**src/rtl/axi4l_pkg.sv**
```systemverilog
// Shared AXI4-lite response codes and the response-entry layout used by the banked read path.
package axi4l_pkg;

  localparam logic [1:0] RESP_OKAY   = 2'b00;
  localparam logic [1:0] RESP_SLVERR = 2'b10;
  localparam logic [1:0] RESP_DECERR = 2'b11;

  // Widest data bus an entry can carry; narrower buses zero-extend into it.
  localparam int RESP_DATA_MAX = 64;

  typedef struct packed {
    logic [1:0]               resp;
    logic [RESP_DATA_MAX-1:0] data;
  } resp_entry_t;

  function automatic logic [1:0] resp_code(input logic oor, input logic [1:0] coll);
    if (oor) return RESP_DECERR;
    if (|coll) return RESP_SLVERR;
    return RESP_OKAY;
  endfunction

endpackage

```
**src/rtl/sync_fifo.sv**
```systemverilog
// Single-clock first-word fall-through FIFO; head entry is visible on rdata whenever not empty.
module sync_fifo #(
  parameter int DEPTH = 8,
  parameter int WIDTH = 34
) (
  input  logic             aclk,
  input  logic             areset,
  input  logic             push,
  input  logic [WIDTH-1:0] wdata,
  input  logic             pop,
  output logic [WIDTH-1:0] rdata,
  output logic             full,
  output logic             empty
);

  localparam int PTR_W = $clog2(DEPTH);

  logic [WIDTH-1:0] mem [DEPTH];
  logic [PTR_W:0]   wr_ptr;
  logic [PTR_W:0]   rd_ptr;

  always_ff @(posedge aclk) begin
    if (areset) begin
      wr_ptr <= '0;
      rd_ptr <= '0;
    end else begin
      if (push) wr_ptr <= wr_ptr + 1'b1;
      if (pop && !empty) rd_ptr <= rd_ptr + 1'b1;
    end
  end

  always_ff @(posedge aclk) begin
    if (push) mem[wr_ptr[PTR_W-1:0]] <= wdata;
  end

  // Extra pointer bit distinguishes full from empty when the indices match.
  assign empty = (wr_ptr == rd_ptr);
  assign full  = (wr_ptr[PTR_W] != rd_ptr[PTR_W]) &&
                 (wr_ptr[PTR_W-1:0] == rd_ptr[PTR_W-1:0]);
  assign rdata = mem[rd_ptr[PTR_W-1:0]];

endmodule

```
**src/rtl/axi4l_read_banked.sv**
```systemverilog
// AXI4-lite read slave in front of NB_BANK interleaved RAM banks with fixed read latency.
module axi4l_read_banked
  import axi4l_pkg::*;
#(
  parameter int MAX_OR     = 8,
  parameter int ADDR_WIDTH = 8,
  parameter int DATA_WIDTH = 32,
  parameter int NB_BANK    = 4,
  parameter int RD_LATENCY = 1,
  parameter int MEM_WORDS  = 2**ADDR_WIDTH
) (
  input  logic                                  aclk,
  input  logic                                  areset,
  input  logic                                  arvalid,
  output logic                                  arready,
  input  logic [ADDR_WIDTH-1:0]                 araddr,
  input  logic [2:0]                            arprot,
  output logic                                  rvalid,
  input  logic                                  rready,
  output logic [DATA_WIDTH-1:0]                 rdata,
  output logic [1:0]                            rresp,
  output logic [NB_BANK-1:0]                    rden,
  output logic [ADDR_WIDTH-$clog2(NB_BANK)-1:0] rdaddr,
  input  logic [NB_BANK*DATA_WIDTH-1:0]         rddata,
  input  logic [NB_BANK*2-1:0]                  rdcollision
);

  localparam int BANK_W = $clog2(NB_BANK);
  localparam int WORD_W = ADDR_WIDTH - BANK_W;
  localparam int CNT_W  = $clog2(MAX_OR) + 1;

  logic [CNT_W-1:0]      outstanding;
  logic                  ar_hs;
  logic                  r_hs;
  logic                  oor_ar;
  logic [BANK_W-1:0]     bank_ar;
  logic [WORD_W-1:0]     word_ar;

  logic                  vld_p0;
  logic [BANK_W-1:0]     bank_p0;
  logic                  oor_p0;
  logic                  vld_p1  [RD_LATENCY];
  logic [BANK_W-1:0]     bank_p1 [RD_LATENCY];
  logic                  oor_p1  [RD_LATENCY];

  logic [DATA_WIDTH-1:0] bank_data [NB_BANK];
  logic [1:0]            bank_coll [NB_BANK];
  logic                  fifo_push;
  logic                  fifo_full;
  logic                  fifo_empty;
  resp_entry_t           push_entry;
  resp_entry_t           head_entry;
  logic                  unused_bits;

  assign bank_ar = araddr[BANK_W-1:0];
  assign word_ar = araddr[ADDR_WIDTH-1:BANK_W];
  assign oor_ar  = ({1'b0, araddr} >= (ADDR_WIDTH+1)'(MEM_WORDS));

  assign arready = !areset && (outstanding != CNT_W'(MAX_OR));
  assign ar_hs   = arvalid && arready;
  assign r_hs    = rvalid && rready;

  // Counter covers pipe plus FIFO, so the FIFO can never be pushed while full.
  always_ff @(posedge aclk) begin
    if (areset) begin
      outstanding <= '0;
    end else begin
      case ({ar_hs, r_hs})
        2'b10:   outstanding <= outstanding + 1'b1;
        2'b01:   outstanding <= outstanding - 1'b1;
        default: outstanding <= outstanding;
      endcase
    end
  end

  // Stage p0: bank strobe and word address issued the cycle after acceptance.
  always_ff @(posedge aclk) begin
    if (areset) begin
      rden    <= '0;
      rdaddr  <= '0;
      vld_p0  <= 1'b0;
      bank_p0 <= '0;
      oor_p0  <= 1'b0;
    end else begin
      rden    <= (ar_hs && !oor_ar) ? (NB_BANK'(1) << bank_ar) : '0;
      if (ar_hs && !oor_ar) rdaddr <= word_ar;
      vld_p0  <= ar_hs;
      bank_p0 <= bank_ar;
      oor_p0  <= oor_ar;
    end
  end

  // Stage p1: delay line matching the bank read latency.
  always_ff @(posedge aclk) begin
    if (areset) begin
      for (int i = 0; i < RD_LATENCY; i++) begin
        vld_p1[i]  <= 1'b0;
        bank_p1[i] <= '0;
        oor_p1[i]  <= 1'b0;
      end
    end else begin
      vld_p1[0]  <= vld_p0;
      bank_p1[0] <= bank_p0;
      oor_p1[0]  <= oor_p0;
      for (int i = 1; i < RD_LATENCY; i++) begin
        vld_p1[i]  <= vld_p1[i-1];
        bank_p1[i] <= bank_p1[i-1];
        oor_p1[i]  <= oor_p1[i-1];
      end
    end
  end

  for (genvar b = 0; b < NB_BANK; b++) begin : g_bank
    assign bank_data[b] = rddata[b*DATA_WIDTH +: DATA_WIDTH];
    assign bank_coll[b] = rdcollision[2*b +: 2];
  end

  assign fifo_push = vld_p1[RD_LATENCY-1];

  always_comb begin
    push_entry      = '0;
    push_entry.resp = resp_code(oor_p1[RD_LATENCY-1], bank_coll[bank_p1[RD_LATENCY-1]]);
    if (!oor_p1[RD_LATENCY-1])
      push_entry.data = RESP_DATA_MAX'(bank_data[bank_p1[RD_LATENCY-1]]);
  end

  sync_fifo #(
    .DEPTH (MAX_OR),
    .WIDTH ($bits(resp_entry_t))
  ) u_resp_fifo (
    .aclk   (aclk),
    .areset (areset),
    .push   (fifo_push),
    .wdata  (push_entry),
    .pop    (r_hs),
    .rdata  (head_entry),
    .full   (fifo_full),
    .empty  (fifo_empty)
  );

  // Masking with empty keeps R outputs at zero during and after reset.
  assign rvalid = !fifo_empty;
  assign rdata  = fifo_empty ? '0 : head_entry.data[DATA_WIDTH-1:0];
  assign rresp  = fifo_empty ? '0 : head_entry.resp;

  assign unused_bits = ^{arprot, head_entry.data};

  a_fifo_no_overflow: assert property (@(posedge aclk) disable iff (areset)
    !(fifo_push && fifo_full));

  a_counter_bound: assert property (@(posedge aclk) disable iff (areset)
    outstanding <= CNT_W'(MAX_OR));

endmodule

```
**config.mk**
```make
export PLATFORM = sky130hd
export DESIGN_NAME = axi4l_read_banked
export DESIGN_NICKNAME = d
export VERILOG_FILES = /design/src/rtl/axi4l_pkg.sv /design/src/rtl/sync_fifo.sv /design/src/rtl/axi4l_read_banked.sv
export SDC_FILE = /design/constraint.sdc
export NUM_CORES = 1
export LEC_CHECK = 0
export BUFFER_PORTS_ARGS = -buffer_cell sky130_fd_sc_hd__buf_2
export CORE_MARGIN = 2
export CORE_UTILIZATION = 45
export DETAILED_ROUTE_END_ITERATION = 10
export PLACE_DENSITY = 0.66
export RECOVER_POWER = 25
export SLEW_MARGIN = 20
export SYNTH_ARGS = -nofsm -noshare
export SYNTH_HDL_FRONTEND = slang
export SYNTH_SLANG_ARGS = --single-unit
```
**constraint.sdc**
```tcl
create_clock -name aclk -period 4.25 [get_ports aclk]
set_input_delay 0.85 -clock aclk [delete_from_list [all_inputs] [get_ports aclk]]
set_output_delay 0.85 -clock aclk [all_outputs]
set_load 0.005 [all_outputs]
```
== After elaboration in Yosys (flattened, before gate mapping) ==
Memories as Yosys holds them, arrays and structs flattened. A register that Yosys moved wholly into a read port is not among the register bits.
Index checks and enable logic that the tools add are counted.

* Memories: 3
* Latch bits: 0
* Bits in read-only memories: 0
* Logic and storage cells: 61
* Register bits: 25
* Input port bits: 151
* Output and inout bits: 46
* Memory bits (writable): 275

* Bitwise logic cells: 2
* Div/mod/pow operators: 0
* Magnitude comparators: 1
* Muxes and demuxes: 28
* Shifts and indexed selects: 1
* Add/subtract/negate cells: 4
* Multipliers: 0
* Reductions and logical operators: 11
* Equality and inequality tests: 4

{| class="wikitable"
|+ Memory list
! memory !! words !! bits a word !! read ports !! clocked after Yosys merged registers in !! wr ports !! RTL line !! RTL
|-
| u_resp_fifo.mem || 8 || 34 || 1 || 1 || 1 || sync_fifo.sv:18 || <nowiki>logic [WIDTH-1:0] mem [DEPTH];</nowiki>
|-
| bank_p1 || 1 || 2 || 1 || 0 || 1 || axi4l_read_banked.sv:43 || <nowiki>logic [BANK_W-1:0] bank_p1 [RD_LATENCY];</nowiki>
|-
| vld_p1 || 1 || 1 || 1 || 0 || 1 || axi4l_read_banked.sv:42 || <nowiki>logic vld_p1 [RD_LATENCY];</nowiki>
|}

{| class="wikitable"
|+ Operator list
! kind !! number
|-
| 32-bit two-way mux || 4
|-
| 32-bit binary-select mux with 2-bit select || 1
|-
| 2-bit two-way mux || 8
|-
| 4-bit by 1-bit adder with 4-bit output, second input constant || 3
|-
| 1-bit two-way mux || 11
|-
| 4-bit one-hot mux with 2 select lines || 1
|-
| 3-bit two-way mux || 2
|-
| 2-bit OR reduction || 3
|-
| 2-bit binary-select mux with 2-bit select || 1
|-
| 4-bit equality test || 1
|-
| 1-bit logical AND || 4
|-
| 4-bit inequality test, second input constant || 1
|-
| 1-bit by 2-bit left shift with 4-bit output, first input constant || 1
|-
| 4-bit by 1-bit subtractor with 4-bit output, second input constant || 1
|-
| 3-bit >= comparator, second input constant || 1
|-
| 2-bit inverter with 3-bit output || 1
|-
| 2-bit by 1-bit equality test with 1-bit output, second input constant || 1
|-
| 2-bit equality test, second input constant || 1
|-
| 1-bit zero test || 2
|-
| 2-bit nonzero test || 1
|-
| 1-bit inverter || 1
|-
| 1-bit OR reduction || 1
|}

== Longest topological paths before layout ==
Gate-level depths: netlist of the first run.
An unclocked memory read counts as a cell.

* Word-level depth: 10
* Gate-level depth with buffers: 11
* Gate-level depth less buffers: 10

== Hierarchy ==
Synthesis of the first run repeated with hierarchy kept, for this count alone.

* Cell total of the unflattened synthesis: 998
* Area, all modules: 22,246.3 sq um

{| class="wikitable"
|+ Modules (own cells, without submodules)
! module !! cells an instance !! sequential area each (sq um) !! area each (sq um) !! times used
|-
| sync_fifo || 834 || 16,075.4 || 20,413.3 || 1
|-
| axi4l_read_banked || 164 || 400.4 || 1,833.0 || 1
|}

== Least setup slack after synthesis of the first run ==
OpenSTA, ideal clock, no wires.

* Kind: reg-to-reg
* Start: register u_resp_fifo.wr_ptr[0]
* End: memory u_resp_fifo.mem[0][0] (enable)
* Arrival: 2.814 ns
* Stages on the path, launching flop included: 3
* Required time: 3.786 ns
* Period minus slack after synthesis: 3.278 ns
* Setup time: 0.464 ns
* Buffers on the path: 0
* Setup slack: 0.972 ns
* Cells stage by stage: dfxtp_1 > nand2b_1 > nor3_1

{| class="wikitable"
|+ RTL lines
! item !! RTL line !! RTL
|-
| start: declaration || sync_fifo.sv:19 || <nowiki>logic [PTR_W:0] wr_ptr;</nowiki>
|-
| start signal: assignment || sync_fifo.sv:27 || <nowiki>if (push) wr_ptr <= wr_ptr + 1'b1;</nowiki>
|-
| end: declaration || sync_fifo.sv:18 ||
|}

No word-level cell before the write port.

==> impl_metrics.py, run 1 <==
metrics = {
    "timing": {
        "min_period_over_period": 0.819,
        "period_needed_ps": 3480,
        "setup_viol": 0,
        "relSlewSlack": -0.169,
        "worst_slew_pin_slew_ps": 1750,
        "rsz0062_at_grt": "no",
        "slew_violations": 35,
        "hold_viol": 0,
        "skew_ps": 14.9,
        "fmax_ghz": 0.287,
        "fin_setup_tns_ps": 0,
    },
    "detailed_routing": {
        "drt-initial-drc-count": 333,
        "avgRoutedWirePerCell_um": 21.2,
        "finalWirelength_mm": 24.7,
        "drtAntennaViolNets": 0,
        "viasPerCell": 5.43,
        "via_count": 6310,
        "route.detailed.drc": 0,
        "drtPass1Iterations": 4,
    },
    "power": {
        "pwr_density_cell_mw_per_mm2": 428,
        "max-vdd-ir-drop_v": 0.000229,
        "leakage_nw": 4.81,
    },
    "worst_setup_path": {
        "cp_max_fo": 50,
        "cp_cell_sequence": "buf_12 -> mux4_2 -> mux2i_1 -> nor2_1 -> buf_2",
        "cp.required_ps": 3400,
        "r2r_slack_ps": 900,
        "worstSetupEndpointType": "output pin",
        "slowest_delay_ps": 570,
        "arrival_ps": 2630,
        "start_kind": "flip-flop",
        "slowest_stage": "dfxtp_4",
        "path_class": "flip-flop to output pin",
    },
    "global_routing": {
        "grt_pass1_wl_mm": 38.1,
        "grt_usage": 0.177,
        "antenna_found_initial": 0,
        "grt_max_degree": 67,
        "grt_overflow": 0,
        "grt_pass1_vias": 6846,
    },
    "cells_and_area": {
        "diodes": 0,
        "seqCellArea_mm2": 0.00856,
        "fin_nets": 962,
        "fillCellCount": 2072,
        "drive_gt1_frac": 0.421,
        "multi_input_area_mm2": 0.00337,
        "area_growth_pct": 18.2,
        "final_area_mm2": 0.0143,
    },
    "clock_network": {
        "cts.sinks": 295,
        "h-tree-depth": 1,
        "cts_tree": "done",
        "clk_pin_slew_ps": 60,
        "cts-root-buf": "clkbuf_16",
        "cts_buffers": 29,
        "post-cts-setup-buffer-count": 0,
        "cts_resized": 0,
        "hold_buffers": 0,
        "clk_path_buf_depth": 3,
        "clock_latency_ps": 540,
    },
    "synth": {
        "synth_cells": 603,
        "netlist_area_mm2": 0.0121,
        "async_reset_ff_frac": 0,
        "ys_ff_latch": 295,
        "yosysMostFrequentCell": "edfxtp_1",
        "synth_cell_type_count": 35,
        "ys.flop_type": "edfxtp_1",
        "yosys.area.top_type": "edfxtp_1",
        "synth_top_area_share": 0.656,
        "synth_edf_count": 264,
        "ys_seq_area_frac": 0.707,
        "synth_nets": 759,
        "synth_area_leaders": "edfxtp_1 (66%), mux4_2 (18%), dfxtp_1 (5.1%)",
        "yosys_warnings": 0,
        "syn-mean-instance-area_um2": 20.0,
        "yosys-top-cells-count": "edfxtp_1 (264), mux4_2 (98), nor2_1 (52)",
    },
    "placed_design": {
        "portBuffers": 192,
        "gp_congestion": 0.740,
        "placed_cell_area_mm2": 0.0135,
        "hpwl_mm": 14.9,
    },
    "outcome": {
        "status": "complete, but fails checks",
        "violations": "capacitance limit, slew limit",
    },
    "die": {
        "dieArea_mm2": 0.0282,
        "ios": 197,
        "core_area_mm2": 0.0262,
        "die_w_um": 168,
        "die_h_um": 168,
        "start_util": 0.461,
        "num_rows": 59,
    },
    "worst_hold_path": {
        "hold_path_class": "flip-flop to flip-flop",
    },
    "run": {
        "cap_viol_max_count": 1,
    },
}
==> metal layers <==
| metal | vias up | wire length (um) | GRT usage |
|---|---|---|---|
| li1 | 2862 | - | - |
| met1 | 3253 | 10300 | 0.229 |
| met2 | 161 | 13000 | 0.319 |
| met3 | 34 | 1060 | 0.0252 |
| met4 | 0 | 363 | 0.0435 |
| met5 | - | 0 | 0 |
==> per-stage QoR <==
step | util | worst slack [ps] | cells | hold WS (ps) | total power, mW
floorplan | - | 972 | 603 | 414 | 3.68
global placement | 0.515 | 1320 | 1110 | 425 | 3.87
detailed placement | 0.515 | 1080 | 1110 | 428 | 3.90
CTS | 0.547 | 737 | 1163 | 444 | 6.18
global route | 0.545 | 613 | 1163 | 455 | 6.33
finish | 0.545 | 769 | 1163 | 445 | 6.11
==> cell usage in the layout (no fill, tap or decap), types with 2 or more instances in the layout <==
cell / netlist / layout
nor2_1: 52 / 46
mux2i_1: 36 / 36
edfxtp_1: 264 / 264
nand2b_1: 9 / 9
nor2_4: 0 / 6
xor2_2: 3 / 2
nor2b_1: 6 / 6
buf_2: 12 / 191
dfxtp_1: 31 / 27
inv_1: 4 / 4
clkbuf_16: 0 / 30
o21ai_0: 12 / 12
mux4_2: 98 / 98
nor3_1: 3 / 3
nand3_1: 2 / 2
nor3b_1: 1 / 2
buf_4: 5 / 10
clkinv_1: 0 / 5
a21oi_1: 5 / 5
clkinv_2: 0 / 4
nand2_1: 13 / 13
ha_1: 5 / 5
or3_1: 3 / 3
dfxtp_4: 0 / 2
nor4b_1: 2 / 2
clkbuf_1: 12 / 18
xor2_1: 6 / 7
dfxtp_2: 0 / 2
==> state kept, by name, summed over array words and instances (netlist names), 2 cells and up, named ones only <==
register / cells
bank_p0: 2
rdaddr: 6
u_resp_fifo.wr_ptr: 4
outstanding: 4
u_resp_fifo.mem: 264
rden: 4
u_resp_fifo.rd_ptr: 4
bank_p1: 2
==> layout make-up <==
cell class | instances | share of cell area
clock inverter | 11 | 0.00385
sequential | 295 | 0.599
timing repair buffer | 208 | 0.0752
inverter | 4 | 0.00105
clock buffer | 42 | 0.0557
multi-input combinational | 268 | 0.236
tap | 335 | 0.0293
==> worst max-delay path, delay by kind of cell (launching register included) <==
| kind | cells | cell delay (ps) |
|---|---|---|
| multiplexers | 2 | 850 |
| flip-flops | 1 | 570 |
| buffers and inverters | 2 | 550 |
| AND/OR/NAND/NOR | 1 | 70 |
==> path summary, 6_finish.rpt <==
kind / depth (start not counted) / start / end
min: 1 / bank_p0[0]$_SDFF_PP0_ / bank_p1[0][0]$_SDFF_PP0_
max: 5 / flip-flop / rdata[21]
max reg2reg: 10 / u_resp_fifo.wr_ptr[2]$_SDFFE_PP0P_ / outstanding[2]$_SDFFE_PP0P_
min reg2reg: 1 / bank_p0[0]$_SDFF_PP0_ / bank_p1[0][0]$_SDFF_PP0_
==> power by group <==
| part | internal (mW) | switching [mW] |
|---|---|---|
| clock | 1.29 | 0.990 |
| sequential | 3.22 | 0.0460 |
| combinational | 0.287 | 0.265 |
==> cell families (layout without fill, tap and decap cells) <==
| group | count (synthesis) | count (layout) | synth area share |
|---|---|---|---|
| AOI/OAI and AO/OA | 21 | 21 | 0.0114 |
| xor gates and xnor gates | 10 | 10 | 0.00911 |
| adders and majority gates | 5 | 5 | 0.00518 |
| buffers and inverters | 40 | 265 | 0.0152 |
| DFF | 295 | 295 | 0.707 |
| muxes | 134 | 134 | 0.212 |
| other | 1 | 1 | 0.000310 |
| and+or+nand+nor | 97 | 97 | 0.0391 |
Power figures use the tool's default switching activity.
==> inputs of run 2 (changes only) <==
==> constraint.sdc (replaced) <==
create_clock -name aclk -period 3.4 [get_ports aclk]
set_input_delay 0.68 -clock aclk [delete_from_list [all_inputs] [get_ports aclk]]
set_output_delay 0.68 -clock aclk [all_outputs]
set_load 0.005 [all_outputs]
==> run 2 against run 1 <==
  * The run still ends with capacitance limit, slew limit left
  * Highest routed layer unchanged
  * First-iteration DRC count increased by 33%
  * Core utilization increased by 0.20 points
  * Non-clock buffer count increased by 4
  * Die area unchanged
  * Clock power increased by 25%
  * Sequential share of layout area decreased by 0.21 points
  * Count of clock-buffer cells in the layout decreased by 5
==> impl_metrics.py, run 2 (synthesis results as in run 1) <==
metrics = {
    "global_routing": {
        "antenna_found_initial": 1,
        "grt_usage": 0.175,
        "grt_pass1_vias": 6843,
        "grt_overflow": 0,
        "grt_pass1_wl_mm": 37.7,
        "grt_max_degree": 38,
    },
    "worst_setup_path": {
        "cp_cell_sequence": "buf_4 -> mux4_2 -> mux2i_1 -> nor2_1 -> buf_2",
        "cp_max_fo": 19,
        "arrival_ps": 2440,
        "slowest_delay_ps": 590,
        "slowest_stage": "dfxtp_4",
        "start_kind": "flip-flop",
        "cp.required_ps": 2720,
        "worstSetupEndpointType": "output pin",
        "path_class": "flip-flop to output pin",
    },
    "timing": {
        "setup_viol": 0,
        "hold_viol": 0,
        "slew_violations": 46,
        "relSlewSlack": -0.248,
        "skew_ps": 9.35,
        "fin_setup_tns_ps": 0,
        "min_period_over_period": 0.917,
        "worst_slew_pin_slew_ps": 1870,
        "rsz0062_at_grt": "no",
        "period_needed_ps": 3120,
        "fmax_ghz": 0.321,
    },
    "clock_network": {
        "cts.sinks": 295,
        "cts_buffers": 29,
        "h-tree-depth": 1,
        "post-cts-setup-buffer-count": 0,
        "cts-root-buf": "clkbuf_16",
        "cts_tree": "done",
        "clk_path_buf_depth": 3,
        "cts_resized": 0,
        "hold_buffers": 0,
        "clock_latency_ps": 530,
        "clk_pin_slew_ps": 60,
    },
    "detailed_routing": {
        "finalWirelength_mm": 24.5,
        "avgRoutedWirePerCell_um": 21.0,
        "drt-initial-drc-count": 444,
        "route.detailed.drc": 0,
        "viasPerCell": 5.48,
        "drtAntennaViolNets": 0,
        "drtPass1Iterations": 5,
        "via_count": 6390,
    },
    "cells_and_area": {
        "drive_gt1_frac": 0.416,
        "largest_reg_flops": 264,
        "layout_commonest_cell": "edfxtp_1",
        "layout_common_cells": "edfxtp_1 (264), buf_2 (185), mux4_2 (98)",
        "fin_nets": 966,
        "area_growth_pct": 18.6,
    },
    "placed_design": {
        "hpwl_mm": 15.2,
        "portBuffers": 192,
        "gp_congestion": 0.740,
    },
    "power": {
        "swShare": 0.211,
        "p_sw_mw": 1.61,
        "internal_power_mw": 6.02,
        "leakage_nw": 4.85,
        "pwr-share-clk": 0.372,
        "pwr_density_cell_mw_per_mm2": 532,
        "power_mw": 7.63,
        "max-vdd-ir-drop_v": 0.000304,
        "pwr-share-comb": 0.092,
        "power_frac_seq": 0.536,
    },
    "die": {
        "start_util": 0.461,
        "dieArea_mm2": 0.0282,
        "ios": 197,
        "num_rows": 59,
        "core_area_mm2": 0.0262,
        "die_h_um": 168,
        "die_w_um": 168,
    },
    "run": {
        "cap_viol_max_count": 3,
    },
    "outcome": {
        "violations": "capacitance limit, slew limit",
        "status": "complete, but fails checks",
    },
    "worst_hold_path": {
        "hold_path_class": "input pin to flip-flop",
    },
}
run 2: changes by cell type in the layout (fill, tap and decap cells not counted), sizes merged:
cell	delta
diode	+1
clkbuf	-1
inv	-1
bufinv	+1
clkinvlp	-1
clkinv	+5
run 2: power groups by stage:
stage	sequential, mW	combinational [mW]	clock [mW]
floorplan	4.12	0.474	0
global placement	4.16	0.685	0
detailed placement	4.17	0.715	0
CTS	4.09	0.718	2.91
global route	4.10	0.770	3.06
finish	4.09	0.702	2.84
run 2: area by class of cell:
type                            count  area [um^2]
Sequential cell                   295         8560
Multi-Input combinational cell    268         3350
Antenna cell                        1         2.50
Tap cell                          335          419
Inverter                            4         15.0
Clock buffer                       37          756
Timing Repair Buffer              212         1140
Fill cell                        2043        11900
Clock inverter                     15         86.3
run 2: path summary, 6_finish.rpt:
| path | endpoint | slack [ps] | cells past startpoint | startpoint |
|---|---|---|---|---|
| max | rresp[1] | 280 | 5 | flip-flop |
| max reg2reg | outstanding[2]$_SDFFE_PP0P_ | 560 | 10 | u_resp_fifo.wr_ptr[2]$_SDFFE_PP0P_ |
| min | rden[2]$_SDFF_PP0_ | 350 | 2 | araddr[0] |
| min reg2reg | bank_p1[0][1]$_SDFF_PP0_ | 440 | 1 | bank_p0[1]$_SDFF_PP0_ |
run 2: worst max-delay path: cells and delay by family, from the launching register on:
| family | cells | cell delay [ps] |
|---|---|---|
| buf+inv | 2 | 480 |
| flops | 1 | 590 |
| mux | 2 | 750 |
| simple gates | 1 | 70 |
run 2: per-layer routing:
layer | vias up | wire length (um) | GRT usage
li1 | 2871 | - | -
met1 | 3288 | 10100 | 0.227
met2 | 203 | 12700 | 0.311
met3 | 28 | 1380 | 0.0282
met4 | 0 | 278 | 0.0427
met5 | - | 0 | 0
run 2: metrics by stage:
| step | setup slack, ps | std cells | cell area (um^2) | utilization | hold WS (ps) |
|---|---|---|---|---|---|
| 2_1_floorplan | 122 | 603 | 12100 | - | 414 |
| 3_3_place_gp | 776 | 1114 | 13600 | 0.518 | 419 |
| 3_5_place_dp | 572 | 1114 | 13600 | 0.518 | 434 |
| 4_1_cts | 184 | 1166 | 14400 | 0.550 | 332 |
| 5_1_grt | 102 | 1167 | 14300 | 0.547 | 354 |
| 6_report | 282 | 1167 | 14300 | 0.547 | 354 |
